==> config.mk <==
export PLATFORM = sky130hd
export DESIGN_NAME = alu_ctrl_mdu
export DESIGN_NICKNAME = d
export VERILOG_FILES = /design/src/rtl/alu_ctrl_mdu.sv
export SDC_FILE = /design/constraint.sdc
export NUM_CORES = 1
export LEC_CHECK = 0
export BUFFER_PORTS_ARGS = -buffer_cell sky130_fd_sc_hd__buf_4
export CORE_UTILIZATION = 40
export DETAILED_ROUTE_END_ITERATION = 12
export HOLD_SLACK_MARGIN = 0.05
export PLACE_DENSITY = 0.59
export SLEW_MARGIN = 20
export SYNTH_ARGS = -nofsm -noshare
export SYNTH_HDL_FRONTEND = slang
export SYNTH_SLANG_ARGS = --single-unit
==> constraint.sdc <==
create_clock -name clk -period 4.6 [get_ports clk]
set_input_delay 0.92 -clock clk [delete_from_list [all_inputs] [get_ports clk]]
set_output_delay 0.92 -clock clk [all_outputs]
set_load 0.02 [all_outputs]
==> src/rtl/alu_ctrl_mdu.sv <==
// alu_ctrl_mdu
//   ALU control decoder for the DPTR datapath plus an iterative
//   multiply/divide unit that owns the HI/LO registers.
//
//   Ports
//     clk, rst_n      : clock, synchronous active-low reset
//     ALUOp, funct    : main-control opcode class and R-type function field
//     valid           : instruction on ALUOp/funct/a/b is live this cycle
//     a, b            : rs / rt operands
//     sel             : ALU select (combinational, 4-bit codes zero-extended)
//     hilo_rd         : 01 = mfhi, 10 = mflo, 00 = neither (combinational)
//     hi, lo          : HI/LO registers
//     busy            : MDU is running (registered)
//     stall           : freeze the issuing stage (combinational)
module alu_ctrl_mdu #(
  parameter int W     = 32,
  parameter int SEL_W = 4
) (
  input  logic             clk,
  input  logic             rst_n,
  input  logic [1:0]       ALUOp,
  input  logic [5:0]       funct,
  input  logic             valid,
  input  logic [W-1:0]     a,
  input  logic [W-1:0]     b,
  output logic [SEL_W-1:0] sel,
  output logic [1:0]       hilo_rd,
  output logic [W-1:0]     hi,
  output logic [W-1:0]     lo,
  output logic             busy,
  output logic             stall
);

  localparam logic [1:0] S_IDLE = 2'd0;
  localparam logic [1:0] S_RUN  = 2'd1;
  localparam logic [1:0] S_FIX  = 2'd2;

  localparam int CW = $clog2(W);

  // ---------------------------------------------------------------- decode
  logic [3:0] sel4;

  always_comb begin
    sel4 = 4'b0000;
    case (ALUOp)
      2'b00: sel4 = 4'b0010;
      2'b01: sel4 = 4'b0110;
      2'b10: begin
        case (funct)
          6'b100000: sel4 = 4'b0010;
          6'b100010: sel4 = 4'b0110;
          6'b100100: sel4 = 4'b0000;
          6'b100101: sel4 = 4'b0001;
          6'b101010: sel4 = 4'b0111;
          6'b100110: sel4 = 4'b0011;
          6'b100111: sel4 = 4'b1100;
          6'b101011: sel4 = 4'b1000;
          default:   sel4 = 4'b0000;
        endcase
      end
      default: sel4 = 4'b0000;
    endcase
  end

  assign sel = SEL_W'(sel4);

  logic rtype;
  logic is_mul, is_div, is_signed;
  logic is_mfhi, is_mthi, is_mflo, is_mtlo;
  logic mdu_grp, accept, start;

  assign rtype     = valid && (ALUOp == 2'b10);
  assign is_mul    = (funct == 6'b011000) || (funct == 6'b011001);
  assign is_div    = (funct == 6'b011010) || (funct == 6'b011011);
  // Even funct codes of the mult/div pairs are the signed variants.
  assign is_signed = ~funct[0];
  assign is_mfhi   = (funct == 6'b010000);
  assign is_mthi   = (funct == 6'b010001);
  assign is_mflo   = (funct == 6'b010010);
  assign is_mtlo   = (funct == 6'b010011);
  assign mdu_grp   = is_mul || is_div || is_mfhi || is_mthi || is_mflo || is_mtlo;

  logic [1:0] state_q, state_d;
  logic [CW-1:0] cnt_q, cnt_d;

  assign busy    = (state_q != S_IDLE);
  assign stall   = rtype && mdu_grp && busy;
  assign accept  = rtype && mdu_grp && !busy;
  assign start   = accept && (is_mul || is_div);
  assign hilo_rd = {rtype && is_mflo && !stall, rtype && is_mfhi && !stall};

  // --------------------------------------------------------------- datapath
  // prod_q holds {upper, lower}: for multiply the partial product with the
  // multiplier shifting out of the bottom; for divide {remainder, quotient}
  // with the dividend shifting out of the top of the lower half.
  logic [2*W-1:0] prod_q;
  logic [W-1:0]   mcand_q;    // multiplicand or divisor magnitude
  logic           is_div_q;
  logic           neg_q;      // negate product / quotient in FIX
  logic           neg_rem_q;  // remainder follows dividend sign
  logic           dz_q;       // divide by zero
  logic [W-1:0]   dvd_q;      // original dividend, returned in HI on div-by-zero

  logic [W-1:0] a_mag, b_mag;
  assign a_mag = (is_signed && a[W-1]) ? -a : a;
  assign b_mag = (is_signed && b[W-1]) ? -b : b;

  logic [W:0]     mul_sum;
  logic [2*W-1:0] mul_next;
  logic [W:0]     div_shift, div_diff;
  logic [2*W-1:0] div_next;

  assign mul_sum  = {1'b0, prod_q[2*W-1:W]} + (prod_q[0] ? {1'b0, mcand_q} : {(W+1){1'b0}});
  assign mul_next = {mul_sum, prod_q[W-1:1]};

  assign div_shift = {prod_q[2*W-1:W], prod_q[W-1]};
  assign div_diff  = div_shift - {1'b0, mcand_q};
  // A borrow means the trial subtraction failed: keep the shifted remainder.
  assign div_next  = div_diff[W] ? {div_shift[W-1:0], prod_q[W-2:0], 1'b0}
                                 : {div_diff[W-1:0],  prod_q[W-2:0], 1'b1};

  logic [2*W-1:0] prod_fix;
  logic [W-1:0]   quo_fix, rem_fix;
  assign prod_fix = neg_q     ? -prod_q           : prod_q;
  assign quo_fix  = neg_q     ? -prod_q[W-1:0]    : prod_q[W-1:0];
  assign rem_fix  = neg_rem_q ? -prod_q[2*W-1:W]  : prod_q[2*W-1:W];

  // ----------------------------------------------------------- next state
  logic [W-1:0] hi_q, hi_d, lo_q, lo_d;

  always_comb begin
    state_d = state_q;
    cnt_d   = cnt_q;
    case (state_q)
      S_IDLE: begin
        if (start) begin
          state_d = S_RUN;
          cnt_d   = '0;
        end
      end
      S_RUN: begin
        cnt_d = cnt_q + CW'(1);
        if (cnt_q == CW'(W - 1)) begin
          state_d = S_FIX;
          cnt_d   = '0;
        end
      end
      S_FIX:   state_d = S_IDLE;
      default: state_d = S_IDLE;
    endcase
  end

  always_comb begin
    hi_d = hi_q;
    lo_d = lo_q;
    // accept implies idle, so moves never collide with a FIX write-back
    if (accept && is_mthi) hi_d = a;
    if (accept && is_mtlo) lo_d = a;
    if (state_q == S_FIX) begin
      if (!is_div_q) begin
        hi_d = prod_fix[2*W-1:W];
        lo_d = prod_fix[W-1:0];
      end else if (dz_q) begin
        hi_d = dvd_q;
        lo_d = '1;
      end else begin
        hi_d = rem_fix;
        lo_d = quo_fix;
      end
    end
  end

  always_ff @(posedge clk) begin
    if (!rst_n) begin
      state_q <= S_IDLE;
      cnt_q   <= '0;
      hi_q    <= '0;
      lo_q    <= '0;
    end else begin
      state_q <= state_d;
      cnt_q   <= cnt_d;
      hi_q    <= hi_d;
      lo_q    <= lo_d;
    end
  end

  // Operand/iteration registers need no reset: they are only consumed
  // after a start has loaded them.
  always_ff @(posedge clk) begin
    if (start) begin
      is_div_q  <= is_div;
      neg_q     <= is_signed && (a[W-1] ^ b[W-1]);
      neg_rem_q <= is_signed && a[W-1];
      dz_q      <= is_div && (b == '0);
      dvd_q     <= a;
      prod_q    <= is_div ? {{W{1'b0}}, a_mag} : {{W{1'b0}}, b_mag};
      mcand_q   <= is_div ? b_mag : a_mag;
    end else if (state_q == S_RUN) begin
      prod_q <= is_div_q ? div_next : mul_next;
    end
  end

  assign hi = hi_q;
  assign lo = lo_q;

endmodule

==> results by group, run 1 <==
Yosys
  – Syn. warnings: 0
  – Post-synth top area cell: edfxtp_1
  – Synth Instances: 1,936
  – Synth Area in Simple Gates: 17.1%
  – Ys async rst share: 0%
  – Post-synthesis compound-gate area fraction: 22.6%
  – Post-synth top area share: 24.6%
  – Multiplexer share of the synthesized area: 6.69%
  – Mapped Area: 16,100 µm²
  – Post-synth cell types: 68
  – Post-synth top flop: edfxtp_1
  – Sequential share of the synthesized area: 33.5%
  – Number of flops mapped to enable cells by yosys: 132
  – Syn avg cell area: 8.31 µm²
  – #FFs+latches synth: 203
  – Ranking of synthesized cells by area: edfxtp_1 (25%), dfxtp_1 (8.8%), a21oi_1 (6.8%)
  – Largest family of logic cells by synthesized area: compound AO/OA/AOI/OAI gates
  – XOR/XNOR Fraction of Synth Area: 10.1%
  – Syn Nets: 2,083
  – Synth Area in Adders: 5.69%

Global routing
  – Initial antenna violation count: 0
  – Largest net degree at the start of global routing: 70
  – First-pass GRT wire length: 91,000 µm
  – GRT overflow: 0
  – Vias in the first global route: 14,914
  – GR Util All Layers: 29.0%

CTS
  – Clk root buf: clkbuf_16
  – Hold buffer count at CTS: 0
  – H-tree levels: 1
  – Number of gates resized after cts: 0
  – CTS tree: done
  – Clock buffer depth: 3
  – TritonCTS buffer count: 26
  – Post-CTS setup buffer count: 0
  – CTS Sinks: 203
  – Reg clk slew, reported paths: 60 ps
  – Clk_lat worst skew: 560 ps

Timing
  – Least-Margin Pin Slew: 1040 ps
  – TNS Setup: 0 ps
  – Final setup fails: 0
  – Fmax: 240 MHz
  – Final hold viol count: 0
  – Min cycle time layout: 4180 ps
  – Slew HR: 30.9%
  – RSZ-0062 raised after global routing: false
  – Clock skew: 13.7 ps
  – Slew Viols, Final: 0
  – Fin crit share: 90.8%

Finish
  – Reg area: 5390 µm²
  – Filler cells: 3,883
  – Design Area, Final: 18,700 µm²
  – Layout cell share with drive strength beyond 1: 13.3%
  – Final core utilization: 47.1%
  – Most frequent cells in the layout: a21oi_1 (217), buf_4 (188), nand2_1 (181), nor2_1 (181), o21ai_0 (136)
  – Finished Layout Cells: 2,588
  – Footprint of the multi-input gates: 10,000 µm²
  – Most common cell after layout, fill and taps aside: a21oi_1
  – Nets: 2,189
  – Area Growth Syn to Fin: 16.3%

Power
  – Lkg Pwr: 7.09 nW
  – Clock power frac: 47.4%
  – Power Total: 4.54 mW
  – Net Sw Frac: 25.6%
  – Internal power: 3.37 mW
  – Psw: 1.16 mW
  – Sequential fraction of design power: 43.1%
  – Pwr dens: 243 nW/µm²
  – Worst vdd ir: 257 µV
  – Comb pwr share: 9.4%

Job
  – Max Cap Viol: 0

Detailed routing
  – Antenna viol nets, final: 0
  – Via total after detailed routing: 15,496
  – DR WL met2: 27,600 µm
  – Per-cell routed wire length: 23.3 µm
  – Top layer in use: met4
  – Met3 WL: 4120 µm
  – DR iter-0 viols: 1,276
  – Vias/cell: 5.99
  – Wire length on met1: 25,800 µm
  – # DRC: 0
  – DR pass1 iterations: 6
  – Final WL: 60,200 µm

Placement
  – Placed instance area: 17,800 µm²
  – Port bufs: 146
  – Dpl cells: 2,539
  – Gpl congestion: 0.947
  – Post-DP HPWL: 45,200 µm

Floorplan
  – Die area: 41,000 µm²
  – Site Rows: 73
  – Top-Level Pins: 147
  – Die outline width: 203 µm
  – Die H: 203 µm
  – Core Region: 39,700 µm²
  – Initial Util: 40.5%

Critical path
  – Crit end category: register
  – Worst path cell trace: inv_1 -> fa_1 -> nand2b_1 -> a21oi_1 -> o221a_2 -> a211oi_1 -> o31a_1 -> o211ai_1 -> a21oi_1 -> xnor2_4 -> buf_12 -> mux2i_1 -> a211oi_1
  – Critical Path RT: 4870 ps
  – Crit start category: register
  – Crit path kind: reg -> reg
  – Max incr delay on CP: 560 ps
  – Largest delay share family, worst path: compound AO/OA/AOI/OAI gates
  – Critical-path top delay cell: xnor2_4
  – Worst path bufs/invs: 2
  – Arrival @ worst endpoint: 4440 ps
  – Critical path peak fanout: 22

Run status
  – Status: completed

Hold path
  – Min-Delay Path Class: reg -> reg
## synthesized netlist by cell type (26+ instances only)
master,n
a21oi_1,217
nor2_1,184
nand2_1,182
o21ai_0,136
edfxtp_1,132
xnor2_1,106
mux2i_1,103
clkbuf_1,100
xor2_1,78
dfxtp_1,71
ha_1,70
inv_1,68
a221oi_1,43
nand3_1,43
nor3_1,35
a211oi_1,26
## logic make-up after synthesis
family,Yosys count
AO/OA/AOI/OAI,595
XOR/XNOR,185
adder cells (fa/ha/maj),72
buffers and inverters,183
flip-flops,203
multiplexers,107
AND/OR/NAND/NOR,591
## metrics by stage
| stage | setup WS [ps] | hold slack (ps) |
|---|---|---|
| after floorplan | 107 | 423 |
| after detailed placement | 463 | 459 |
| after global placement | 539 | 444 |
| after global routing | 141 | 499 |
| final | 425 | 477 |
| after CTS | 433 | 472 |
## sequential cells by signal (all words and copies together), names as in the netlist
signal / cells
dz_q: 1
neg_q: 1
cnt_q: 5
neg_rem_q: 1
prod_q: 64
mcand_q: 32
hi: 32
lo: 32
dvd_q: 32
is_div_q: 1
state_q: 2
## worst reg2reg max path: cells and delay by family (launching register included)
family / cells / cell delay (ps)
AO/OA/AOI/OAI: 7 / 1490
XOR/XNOR: 1 / 560
adder cells (fa/ha/maj): 1 / 480
buffers and inverters: 2 / 440
flip-flops: 1 / 460
multiplexers: 1 / 260
AND/OR/NAND/NOR: 1 / 180
## power by group through the flow
stage	clock, mW	sequential (mW)	combinational [mW]
detailed placement	0	1.99	0.422
floorplan	0	1.99	0.211
global route	2.25	1.96	0.455
finish	2.15	1.96	0.428
CTS	2.18	1.96	0.424
global placement	0	1.99	0.420
## per-layer routing
metal | up-vias | track usage, %
li1 | 7306 | -
met1 | 7426 | 38.3
met2 | 651 | 47.1
met3 | 113 | 4.49
met4 | 0 | 12.1
met5 | - | 0
## final timing paths
check | start | endpoint | slack, ps | cells after the start
worst max-delay path | prod_q[32] | prod_q[40] | 420 | 13
worst min-delay path | cnt_q[3] | cnt_q[3] | 480 | 1
worst max register to register | prod_q[32] | prod_q[40] | 420 | 13
worst min register to register | cnt_q[3] | cnt_q[3] | 480 | 1
## final cells by class
type                            count  share of cell area [%]
Multi-Input combinational cell   1550                    53.6
Sequential cell                   203                    28.8
Timing Repair Buffer              190                    7.76
Clock buffer                       37                    4.50
Tap cell                          525                    3.51
Inverter                           71                    1.43
Clock inverter                     11                   0.348
Antenna cell                        1                  0.0134
Power figures use the tool's default switching activity.
==> inputs of run 2 (changes only) <==
--- a/config.mk
+++ b/config.mk
@@ -10,6 +10,7 @@
 export DETAILED_ROUTE_END_ITERATION = 12
 export HOLD_SLACK_MARGIN = 0.05
 export PLACE_DENSITY = 0.59
+export REMOVE_ABC_BUFFERS = 1
 export SLEW_MARGIN = 20
 export SYNTH_ARGS = -nofsm -noshare
 export SYNTH_HDL_FRONTEND = slang
==> results by group, run 2 (same netlist as run 1, synthesis figures left out) <==
Run status
  – Status: completed

Finish
  – Area Growth Syn to Fin: 16.2%
  – N_diodes: 0
  – Most frequent cells in the layout: a21oi_1 (217), buf_4 (187), nor2_1 (182)
  – Nets: 2,188
  – Layout cell share with drive strength beyond 1: 13.0%
  – Reg with most FFs: prod_q
  – Most common cell after layout, fill and taps aside: a21oi_1
  – Number of flip-flops under the largest register name: 64
  – Final core utilization: 47.0%

Floorplan
  – Core Region: 39,700 µm²
  – Die area: 41,000 µm²
  – Site Rows: 73
  – Initial Util: 40.5%
  – Top-Level Pins: 147
  – Die outline width: 203 µm
  – Die H: 203 µm

Hold path
  – Min-Delay Path Class: reg -> reg

Detailed routing
  – Vias/cell: 5.99
  – # DRC: 0
  – Via total after detailed routing: 15,481
  – Antenna viol nets, final: 0
  – DR iter-0 viols: 1,413
  – Per-cell routed wire length: 21.9 µm
  – Final WL: 56,500 µm
  – DR pass1 iterations: 5

Timing
  – Final setup fails: 0
  – Slew HR: 34.4%
  – Clock skew: 17.1 ps
  – Min cycle time layout: 4120 ps
  – Fmax: 243 MHz
  – Fin crit share: 89.5%
  – Least-Margin Pin Slew: 984 ps
  – Final hold viol count: 0
  – RSZ-0062 raised after global routing: false
  – Slew Viols, Final: 0
  – TNS Setup: 0 ps

Critical path
  – Crit path kind: reg -> reg
  – Worst path cell trace: inv_1 -> buf_4 -> nor2_1 -> ha_1 -> a211oi_1 -> o21ai_0 -> o211ai_1 -> o211ai_1 -> and2_1 -> a211oi_1 -> o21ai_0 -> a311oi_1 -> xor2_1 -> o22ai_1
  – Crit start category: register
  – Largest delay share family, worst path: compound AO/OA/AOI/OAI gates
  – Max incr delay on CP: 450 ps
  – Critical-path top delay cell: edfxtp_1
  – Crit end category: register
  – Critical path peak fanout: 25
  – Arrival @ worst endpoint: 4400 ps
  – Worst path bufs/invs: 2
  – Critical Path RT: 4880 ps

CTS
  – Number of gates resized after cts: 0
  – Clk_lat worst skew: 540 ps
  – CTS tree: done
  – TritonCTS buffer count: 25
  – CTS Sinks: 203
  – Post-CTS setup buffer count: 0
  – Reg clk slew, reported paths: 60 ps
  – Clk root buf: clkbuf_16
  – Clock buffer depth: 3
  – Hold buffer count at CTS: 0
  – H-tree levels: 1

Power
  – Worst vdd ir: 279 µV
  – Pwr dens: 240 nW/µm²
  – Lkg Pwr: 7.06 nW

Placement
  – Gpl congestion: 0.932
  – Port bufs: 146
  – Post-DP HPWL: 41,800 µm

Global routing
  – Initial antenna violation count: 3
  – Largest net degree at the start of global routing: 69
  – GRT overflow: 0
  – First-pass GRT wire length: 86,200 µm
  – GR Util All Layers: 26.9%
  – Vias in the first global route: 14,772

Job
  – Max Cap Viol: 0
## run 2: cell types whose count changed in the layout (fill, tap and decap cells not counted), moves of 2 or more
cell       previous run  this run
clkinv_2              6         4
clkbuf_16            32        25
inv_4                 5         0
clkinv_1              2         5
bufinv_16             0         5
## run 2: routing by layer
layer / routed length (µm) / GRT usage (%)
met2: 24800 / 42.1
met3: 3960 / 3.18
met1: 25800 / 38.3
met5: 27 / 0
met4: 1830 / 9.10
## run 2: path summary, 6_finish.rpt
| kind | startpoint | endpoint | slack (ps) | depth (start not counted) |
|---|---|---|---|---|
| worst max register to register | prod_q[0] | prod_q[62] | 480 | 14 |
| worst min register to register | cnt_q[3] | cnt_q[3] | 470 | 1 |
| worst min-delay path | cnt_q[3] | cnt_q[3] | 470 | 1 |
| worst max-delay path | prod_q[0] | prod_q[62] | 480 | 14 |
## run 2: per-stage QoR
stage / setup slack [ps] / hold WS [ps] / cells / instance area, µm² / power (mW)
floorplan: -2060 / 423 / 1824 / 15700 / 2.19
global placement: 530 / 446 / 2539 / 17800 / 2.37
detailed placement: 420 / 451 / 2539 / 17800 / 2.37
CTS: 429 / 464 / 2584 / 18700 / 4.50
global route: 131 / 480 / 2584 / 18700 / 4.61
finish: 483 / 466 / 2584 / 18700 / 4.48
## run 2: layout make-up
| class | count | area [µm²] |
|---|---|---|
| inverters | 71 | 268 |
| fillers | 3882 | 21000 |
| clock buffers | 31 | 678 |
| repair buffers | 190 | 1460 |
| clock inverters | 14 | 201 |
| well taps | 525 | 657 |
| multi-input cells | 1550 | 10000 |
| flip-flops and latches | 203 | 5390 |
## run 2: where the power goes
part / internal [mW] / switching [mW] / leakage, nW / total, mW
combinational: 0.151 / 0.234 / 4.86 / 0.385
clock: 1.32 / 0.819 / 0.429 / 2.14
sequential: 1.95 / 0.0100 / 1.76 / 1.96
